$ cat src/rtl/atm_keypad_entry_if.sv
// Keypad entry bus: key strobes in, login/command offers out with valid/ready.
// Latency: none; this is wiring only.
// Backpressure: login_ready/cmd_ready hold the corresponding offer.
interface atm_keypad_entry_if;
  logic        key_valid;
  logic [3:0]  key_code;
  logic [11:0] acc_number;
  logic [3:0]  pin;
  logic [2:0]  menu_option;
  logic [10:0] amount;
  logic [11:0] dest_acc_number;
  logic        login_valid;
  logic        login_ready;
  logic        cmd_valid;
  logic        cmd_ready;
  logic        exit;
  logic        entry_error;

  // Side that presses keys and consumes the offers.
  modport master (
    output key_valid, key_code, login_ready, cmd_ready,
    input  acc_number, pin, menu_option, amount, dest_acc_number,
    input  login_valid, cmd_valid, exit, entry_error
  );

  // The keypad entry block itself.
  modport slave (
    input  key_valid, key_code, login_ready, cmd_ready,
    output acc_number, pin, menu_option, amount, dest_acc_number,
    output login_valid, cmd_valid, exit, entry_error
  );
endinterface

$ cat src/rtl/atm_keypad_entry.sv
// ATM keypad entry: assembles account/PIN, menu choice, amount and destination from key strobes.
// Latency: one cycle from a sampled key to updated fields, valids and error/exit pulses.
// Backpressure: login/command offers are held frozen until the matching ready is sampled.
module atm_keypad_entry (
  input  logic                  clk,
  input  logic                  reset_n,
  atm_keypad_entry_if.slave     bus
);

  typedef enum logic [2:0] {
    ACC, PIN, LOGIN_OUT, MENU, AMOUNT, DEST, CMD_OUT
  } state_t;

  localparam logic [3:0] K_CLEAR  = 4'd10;
  localparam logic [3:0] K_ENTER  = 4'd11;
  localparam logic [3:0] K_CANCEL = 4'd12;

  state_t      state, state_nxt;
  logic [11:0] acc, acc_nxt;
  logic [3:0]  pin, pin_nxt;
  logic [3:0]  menu, menu_nxt;      // keeps 8/9 so they can be rejected on ENTER
  logic [10:0] amt, amt_nxt;
  logic [11:0] dest, dest_nxt;
  logic [2:0]  cnt, cnt_nxt;        // digits typed into the field currently being edited
  logic        login_vld, login_vld_nxt;
  logic        cmd_vld, cmd_vld_nxt;
  logic        exit_q, exit_nxt;
  logic        err_q, err_nxt;

  logic [11:0] cur;
  logic [11:0] lim;
  logic [2:0]  max_cnt;
  logic [15:0] cand;
  logic        digit_ok;
  logic        is_digit;

  // Active field, its value limit and digit budget, and the candidate after appending a digit.
  always_comb begin
    cur     = 12'd0;
    lim     = 12'd0;
    max_cnt = 3'd0;
    case (state)
      ACC:    begin cur = acc;              lim = 12'd4095; max_cnt = 3'd4; end
      PIN:    begin cur = {8'd0, pin};      lim = 12'd9;    max_cnt = 3'd1; end
      MENU:   begin cur = {8'd0, menu};     lim = 12'd9;    max_cnt = 3'd1; end
      AMOUNT: begin cur = {1'b0, amt};      lim = 12'd2047; max_cnt = 3'd4; end
      DEST:   begin cur = dest;             lim = 12'd4095; max_cnt = 3'd4; end
      default: begin cur = 12'd0;           lim = 12'd0;    max_cnt = 3'd0; end
    endcase
    is_digit = (bus.key_code <= 4'd9);
    cand     = {4'd0, cur} * 16'd10 + {12'd0, bus.key_code};
    digit_ok = (cnt < max_cnt) && (cand <= {4'd0, lim});
  end

  // Next-state and next-field logic; CANCEL wins over everything, including a same-cycle ready.
  always_comb begin
    state_nxt = state;
    acc_nxt   = acc;
    pin_nxt   = pin;
    menu_nxt  = menu;
    amt_nxt   = amt;
    dest_nxt  = dest;
    cnt_nxt   = cnt;
    exit_nxt  = 1'b0;
    err_nxt   = 1'b0;

    if (bus.key_valid && bus.key_code == K_CANCEL) begin
      state_nxt = ACC;
      acc_nxt   = 12'd0;
      pin_nxt   = 4'd0;
      menu_nxt  = 4'd0;
      amt_nxt   = 11'd0;
      dest_nxt  = 12'd0;
      cnt_nxt   = 3'd0;
      exit_nxt  = 1'b1;
    end else begin
      case (state)
        LOGIN_OUT: begin
          // Keys are ignored while the login offer is outstanding.
          if (bus.login_ready) begin
            state_nxt = MENU;
            cnt_nxt   = 3'd0;
          end
        end
        CMD_OUT: begin
          if (bus.cmd_ready) begin
            state_nxt = MENU;
            menu_nxt  = 4'd0;
            amt_nxt   = 11'd0;
            dest_nxt  = 12'd0;
            cnt_nxt   = 3'd0;
          end
        end
        default: begin
          if (bus.key_valid) begin
            if (is_digit) begin
              if (digit_ok) begin
                cnt_nxt = cnt + 3'd1;
                case (state)
                  ACC:     acc_nxt  = cand[11:0];
                  PIN:     pin_nxt  = cand[3:0];
                  MENU:    menu_nxt = cand[3:0];
                  AMOUNT:  amt_nxt  = cand[10:0];
                  DEST:    dest_nxt = cand[11:0];
                  default: cnt_nxt  = cnt;
                endcase
              end else begin
                err_nxt = 1'b1;
              end
            end else if (bus.key_code == K_CLEAR) begin
              cnt_nxt = 3'd0;
              case (state)
                ACC:     acc_nxt  = 12'd0;
                PIN:     pin_nxt  = 4'd0;
                MENU:    menu_nxt = 4'd0;
                AMOUNT:  amt_nxt  = 11'd0;
                DEST:    dest_nxt = 12'd0;
                default: cnt_nxt  = cnt;
              endcase
            end else if (bus.key_code == K_ENTER) begin
              if (cnt == 3'd0) begin
                err_nxt = 1'b1;
              end else begin
                cnt_nxt = 3'd0;
                case (state)
                  ACC: state_nxt = PIN;
                  PIN: state_nxt = LOGIN_OUT;
                  MENU: begin
                    case (menu)
                      4'd3:             state_nxt = CMD_OUT;
                      4'd4, 4'd5, 4'd6: state_nxt = AMOUNT;
                      4'd7: begin
                        state_nxt = ACC;
                        exit_nxt  = 1'b1;
                        acc_nxt   = 12'd0;
                        pin_nxt   = 4'd0;
                        menu_nxt  = 4'd0;
                        amt_nxt   = 11'd0;
                        dest_nxt  = 12'd0;
                      end
                      default: begin
                        err_nxt  = 1'b1;
                        menu_nxt = 4'd0;
                      end
                    endcase
                  end
                  AMOUNT:  state_nxt = (menu == 4'd6) ? DEST : CMD_OUT;
                  DEST:    state_nxt = CMD_OUT;
                  default: state_nxt = state;
                endcase
              end
            end else begin
              // Codes 13-15 are not keys we know.
              err_nxt = 1'b1;
            end
          end
        end
      endcase
    end

    login_vld_nxt = (state_nxt == LOGIN_OUT);
    cmd_vld_nxt   = (state_nxt == CMD_OUT);
  end

  // State and all registered outputs; reset drops any outstanding offer.
  always_ff @(posedge clk or negedge reset_n) begin
    if (!reset_n) begin
      state     <= ACC;
      acc       <= 12'd0;
      pin       <= 4'd0;
      menu      <= 4'd0;
      amt       <= 11'd0;
      dest      <= 12'd0;
      cnt       <= 3'd0;
      login_vld <= 1'b0;
      cmd_vld   <= 1'b0;
      exit_q    <= 1'b0;
      err_q     <= 1'b0;
    end else begin
      state     <= state_nxt;
      acc       <= acc_nxt;
      pin       <= pin_nxt;
      menu      <= menu_nxt;
      amt       <= amt_nxt;
      dest      <= dest_nxt;
      cnt       <= cnt_nxt;
      login_vld <= login_vld_nxt;
      cmd_vld   <= cmd_vld_nxt;
      exit_q    <= exit_nxt;
      err_q     <= err_nxt;
    end
  end

  assign bus.acc_number      = acc;
  assign bus.pin             = pin;
  assign bus.menu_option     = menu[2:0];
  assign bus.amount          = amt;
  assign bus.dest_acc_number = dest;
  assign bus.login_valid     = login_vld;
  assign bus.cmd_valid       = cmd_vld;
  assign bus.exit            = exit_q;
  assign bus.entry_error     = err_q;

endmodule

$ cat src/flat_wrapper.sv
// flat-port wrapper written by rule: the top's interface ports become plain ports
module atm_keypad_entry_flat 
  (clk, reset_n, bus_key_valid, bus_key_code, bus_login_ready, bus_cmd_ready, bus_acc_number, bus_pin, bus_menu_option, bus_amount, bus_dest_acc_number, bus_login_valid, bus_cmd_valid, bus_exit, bus_entry_error);
  atm_keypad_entry_if bus_i ();
  input  logic clk;
  input  logic reset_n;
  input wire logic [$bits(bus_i.key_valid)-1:0] bus_key_valid;
  input wire logic [$bits(bus_i.key_code)-1:0] bus_key_code;
  input wire logic [$bits(bus_i.login_ready)-1:0] bus_login_ready;
  input wire logic [$bits(bus_i.cmd_ready)-1:0] bus_cmd_ready;
  output wire logic [$bits(bus_i.acc_number)-1:0] bus_acc_number;
  output wire logic [$bits(bus_i.pin)-1:0] bus_pin;
  output wire logic [$bits(bus_i.menu_option)-1:0] bus_menu_option;
  output wire logic [$bits(bus_i.amount)-1:0] bus_amount;
  output wire logic [$bits(bus_i.dest_acc_number)-1:0] bus_dest_acc_number;
  output wire logic [$bits(bus_i.login_valid)-1:0] bus_login_valid;
  output wire logic [$bits(bus_i.cmd_valid)-1:0] bus_cmd_valid;
  output wire logic [$bits(bus_i.exit)-1:0] bus_exit;
  output wire logic [$bits(bus_i.entry_error)-1:0] bus_entry_error;
  assign bus_i.key_valid = bus_key_valid;
  assign bus_i.key_code = bus_key_code;
  assign bus_i.login_ready = bus_login_ready;
  assign bus_i.cmd_ready = bus_cmd_ready;
  assign bus_acc_number = bus_i.acc_number;
  assign bus_pin = bus_i.pin;
  assign bus_menu_option = bus_i.menu_option;
  assign bus_amount = bus_i.amount;
  assign bus_dest_acc_number = bus_i.dest_acc_number;
  assign bus_login_valid = bus_i.login_valid;
  assign bus_cmd_valid = bus_i.cmd_valid;
  assign bus_exit = bus_i.exit;
  assign bus_entry_error = bus_i.entry_error;
  atm_keypad_entry u_core (.clk(clk), .reset_n(reset_n), .bus(bus_i));
endmodule
$ cat config.mk
export PLATFORM = sky130hd
export DESIGN_NAME = atm_keypad_entry_flat
export DESIGN_NICKNAME = d
export VERILOG_FILES = /design/src/rtl/atm_keypad_entry_if.sv /design/src/rtl/atm_keypad_entry.sv /design/src/flat_wrapper.sv
export SDC_FILE = /design/constraint.sdc
export NUM_CORES = 1
export LEC_CHECK = 0
export CAP_MARGIN = 20
export CORE_ASPECT_RATIO = 0.6
export CORE_MARGIN = 5
export CORE_UTILIZATION = 53
export CTS_BUF_LIST = sky130_fd_sc_hd__clkbuf_8
export CTS_CLUSTER_DIAMETER = 50
export DETAILED_ROUTE_END_ITERATION = 10
export PLACE_DENSITY_LB_ADDON = 0.08
export SETUP_SLACK_MARGIN = 0.1
export SYNTH_ARGS = -nofsm -noshare
export SYNTH_HDL_FRONTEND = slang
export SYNTH_SLANG_ARGS = --single-unit
$ cat constraint.sdc
create_clock -name clk -period 5.81 [get_ports clk]
set_input_delay 1.162 -clock clk [delete_from_list [all_inputs] [get_ports clk]]
set_output_delay 1.162 -clock clk [all_outputs]
set_load 0.05 [all_outputs]
==> results.md <==
* Status: finished clean
* Fin. Hold Viols at 0
* CP Buf/Inv Count at 3
* Worst path cell trace: buf_4 > mux2i_2 > o21ai_0 > a21oi_2 > buf_4 > xor2_1 > ha_1 > xor2_2 > o2111ai_2 > nor4b_4 > nand4_1 > xnor2_2 > ha_4 > a21oi_2 > o21ai_2 > nor3_2 > o32ai_4 > a2111oi_4 > nor2_4 > a221oi_4 > clkbuf_16 > mux2_4
* Final net count at 626
* Cells on worst reg2reg path at 22
* Diodes inserted at 0
* Clock latency on the worst-skew pair at 0.32 ns
* Synth Area in Adders at 9.99%
* Worst path required time at 6.02 ns
* Die Wd at 128 µm
* Sequential Area at 0.00133 mm²
* Critical path class: reg2reg
* Pins Over Slew Limit at 0
* All-Layer GR Usage at 28.7%
* Multi-input gate area at 0.00317 mm²
* Xor/xnor cell area share of the yosys netlist at 3.51%
* Syn Nets at 537
* Tmin final at 5.78 ns
* H-tree depth at 2
* Critical Path End Type: flip-flop
* Total iterations of the first detailed-routing run at 5
* Power density over the cells at 598 mW/mm²
* Pleak at 2.61 nW
* Top cells by area, synth: dfrtp_1 (30%), ha_1 (9.5%), mux2_2 (4.5%)
* Vias per cell at 6.27
* Worst hold path class: reg2reg
* Setup crit end: u_core.bus.acc_number[7]
* Compound-Gate Fraction of Synth Area at 19.9%
* Clock sink count at 53
* Reg2Reg Setup Slack at 0.03 ns
* Place WS at -0.145 ns
* Total wire length at 15200 µm
* Largest net degree at the start of global routing at 54
* CTS max path bufs at 2
* Critical path origin: u_core.state[2]
* Leading area contributor after synthesis: dfrtp_1
* CP peak stage delay at 0.45 ns
* Final setup viols at 0
* DRC viols at 0
* Mapped Cells at 493
* Post-synth top flop: dfrtp_1
* Power Total at 3.49 mW
* Clock-pin slew on the worst setup and hold paths at 0.11 ns
* Filler instances at 606
* Antenna violations before repair at 0
* Post-synthesis sequential area ratio at 29.7%
* Yosys top cell area share at 29.7%
* Die ar. at 0.0104 mm²
* Final WS setup at 0.0311 ns
* Fmax achieved at 173 MHz
* Synthesized area per cell at 9.05 µm²
* DR iter-0 viols at 520
* Synth Warn # at 0
* Std cell rows at 25
* Max Cap Violations at 0
* EDFF count, synth at 0
* CTS tree: built
* Chip height at 81.1 µm
* Area Growth Syn to Fin at 30.9%
* Cell family with most CP delay: compound AO/OA/AOI/OAI gates
* CP Launch Type: flip-flop
* CTS Hold Bufs at 0
* Post-Synth Simple-Gate Area at 20.7%
* Routed wire per std cell at 22.0 µm
* # port buffers at 54
* Slowest CP cell: dfrtp_2
* Unique masters post-synth at 72
* Period utilization at 99.5%
* Num CTS Buffers at 5
* Most frequent cells in the layout: clkdlybuf4s50_1 (53), dfrtp_1 (51), nor2_1 (49)
* Max rail drop VDD at 0.395 mV
* First-pass GRT wire length at 22800 µm
* Commonest non-fill, non-tap cell in the layout: clkdlybuf4s50_1
* Multiplexer area fraction after synthesis at 11.5%
* Final ANT Viol Nets at 0
* Worst R2R End: u_core.bus.acc_number[7]
* Io pins at 55
* Slew headroom at 43.5%
* Starting Density at 55.5%
* Routed via count at 4325
* Core ar. at 0.00804 mm²
* Root Driver: clkbuf_8
* Slew @ Worst Pin at 0.842 ns
* Final RePlAce weighted congestion at 0.995
* Post-Syn Area at 0.00446 mm²
* DP Wirelength at 11200 µm
* Post-synth ARST share at 100%
* WP data arrival at 5.99 ns
* Congestion Overflow GR at 0
* Register bit total from synthesis at 53
* RSZ-0062 raised after global routing: yes
* Crit path depth at 22
* Fraction of layout cells with a size suffix above 1 at 24.9%
* Vias in the first global route at 4097
* Largest family of logic cells by synthesized area: simple AND/OR/NAND/NOR gates
* Fin Clk Skew at 0.0165 ns
* Critical Path Fanout Max at 7
* R2R Path Start: u_core.state[2]
-- where the power goes --
group	switching [mW]	internal (mW)	leakage (nW)	total, mW
combinational	1.51	1.11	1.86	2.62
clock	0.140	0.128	0.0546	0.268
sequential	0.128	0.479	0.697	0.607
-- synth_stat cells (all sizes together), types with 2 or more instances --
cell type	instances
xor2	9
nand2b	4
o211ai	3
a21oi	32
nor2b	9
dfrtp	53
o2111ai	3
xnor2	8
inv	23
a21o	7
nor2	51
o21a	6
a211oi	4
nor3	10
nor4	3
mux2	27
buf	7
a221oi	3
mux4	2
o22ai	6
a2111oi	5
and2	7
nand4b	2
mux2i	13
or2	4
nand3b	3
o31ai	11
nor3b	2
or3	2
a2111o	2
ha	34
a22o	5
nand2	47
o2bb2ai	2
nand4	10
and3	7
clkbuf	17
o21ai	22
nand3	9
-- worst min-delay path, cell delays in order, from the launching register on --
cell and delay (ns):
dfrtp_1 0.38, nand2_1 0.06, o31ai_1 0.06
-- sequential cells by signal, summed over array words and instances, names as in the netlist --
signal / flops
u_core.cnt: 3
u_core.bus.amount: 11
u_core.bus.exit: 1
u_core.menu: 4
u_core.bus.cmd_valid: 1
u_core.bus.login_valid: 1
u_core.bus.dest_acc_number: 12
u_core.bus.entry_error: 1
u_core.bus.acc_number: 12
u_core.bus.pin: 4
u_core.state: 3
-- kinds of logic (layout without fill, tap and decap cells) --
| logic type | count (synthesis) | after routing |
|---|---|---|
| adders and majority gates | 35 | 35 |
| muxes | 42 | 42 |
| buffers and inverters | 47 | 136 |
| and+or+nand+nor | 178 | 178 |
| DFF | 53 | 53 |
| AOI/OAI and AO/OA | 121 | 121 |
| xor gates and xnor gates | 17 | 17 |
-- metrics by stage --
step | util (%) | area (µm²) | hold WS, ns | TNS (ns) | std cells
6_report | 72.6 | 5840 | 0.525 | 0 | 690
5_1_grt | 72.6 | 5840 | 0.573 | -1.74 | 690
4_1_cts | 67.5 | 5430 | 0.526 | 0 | 671
3_5_place_dp | 65.9 | 5300 | 0.502 | -0.754 | 664
3_3_place_gp | 65.9 | 5300 | 0.504 | 0 | 664
2_1_floorplan | - | 4470 | 0.516 | 0 | 493
-- per-layer routing --
| layer | up-vias | GRT usage (%) | wire [µm] |
|---|---|---|---|
| met5 | - | 0 | 0 |
| met4 | 0 | 4.45 | 167 |
| met3 | 20 | 12.0 | 1930 |
| met2 | 238 | 38.6 | 6060 |
| met1 | 2092 | 43.0 | 7040 |
| li1 | 1975 | - | - |
-- final cells by class --
cell class | count | share of cell area, %
inverters | 23 | 1.48
clock inverters | 2 | 0.664
flip-flops and latches | 53 | 22.8
repair buffers | 106 | 17.3
well taps | 108 | 2.31
clock buffers | 5 | 1.18
multi-input cells | 393 | 54.3
-- worst min path at each step --
stage,startpoint,end,slack [ns],cells past startpoint
after floorplan,u_core.cnt[2],u_core.cnt[2],0.52,1
after global placement,u_core.bus.dest_acc_number[8],u_core.bus.dest_acc_number[8],0.50,2
after detailed placement,u_core.bus.dest_acc_number[1],u_core.bus.dest_acc_number[1],0.50,2
after CTS,u_core.bus.dest_acc_number[1],u_core.bus.dest_acc_number[1],0.53,2
after global routing,u_core.bus.acc_number[6],u_core.bus.acc_number[6],0.57,1
final,u_core.bus.dest_acc_number[1],u_core.bus.dest_acc_number[1],0.53,2
-- repair_timing --
action / 4_1_cts / 5_1_grt
resized for setup: 6 / 46
cloned: 0 / 2
setup endpoints to repair: 34 / 46
pin swaps: 2 / 24
buffers inserted: 0 / 16
Note: power is estimated with default switching activity, not from simulation.
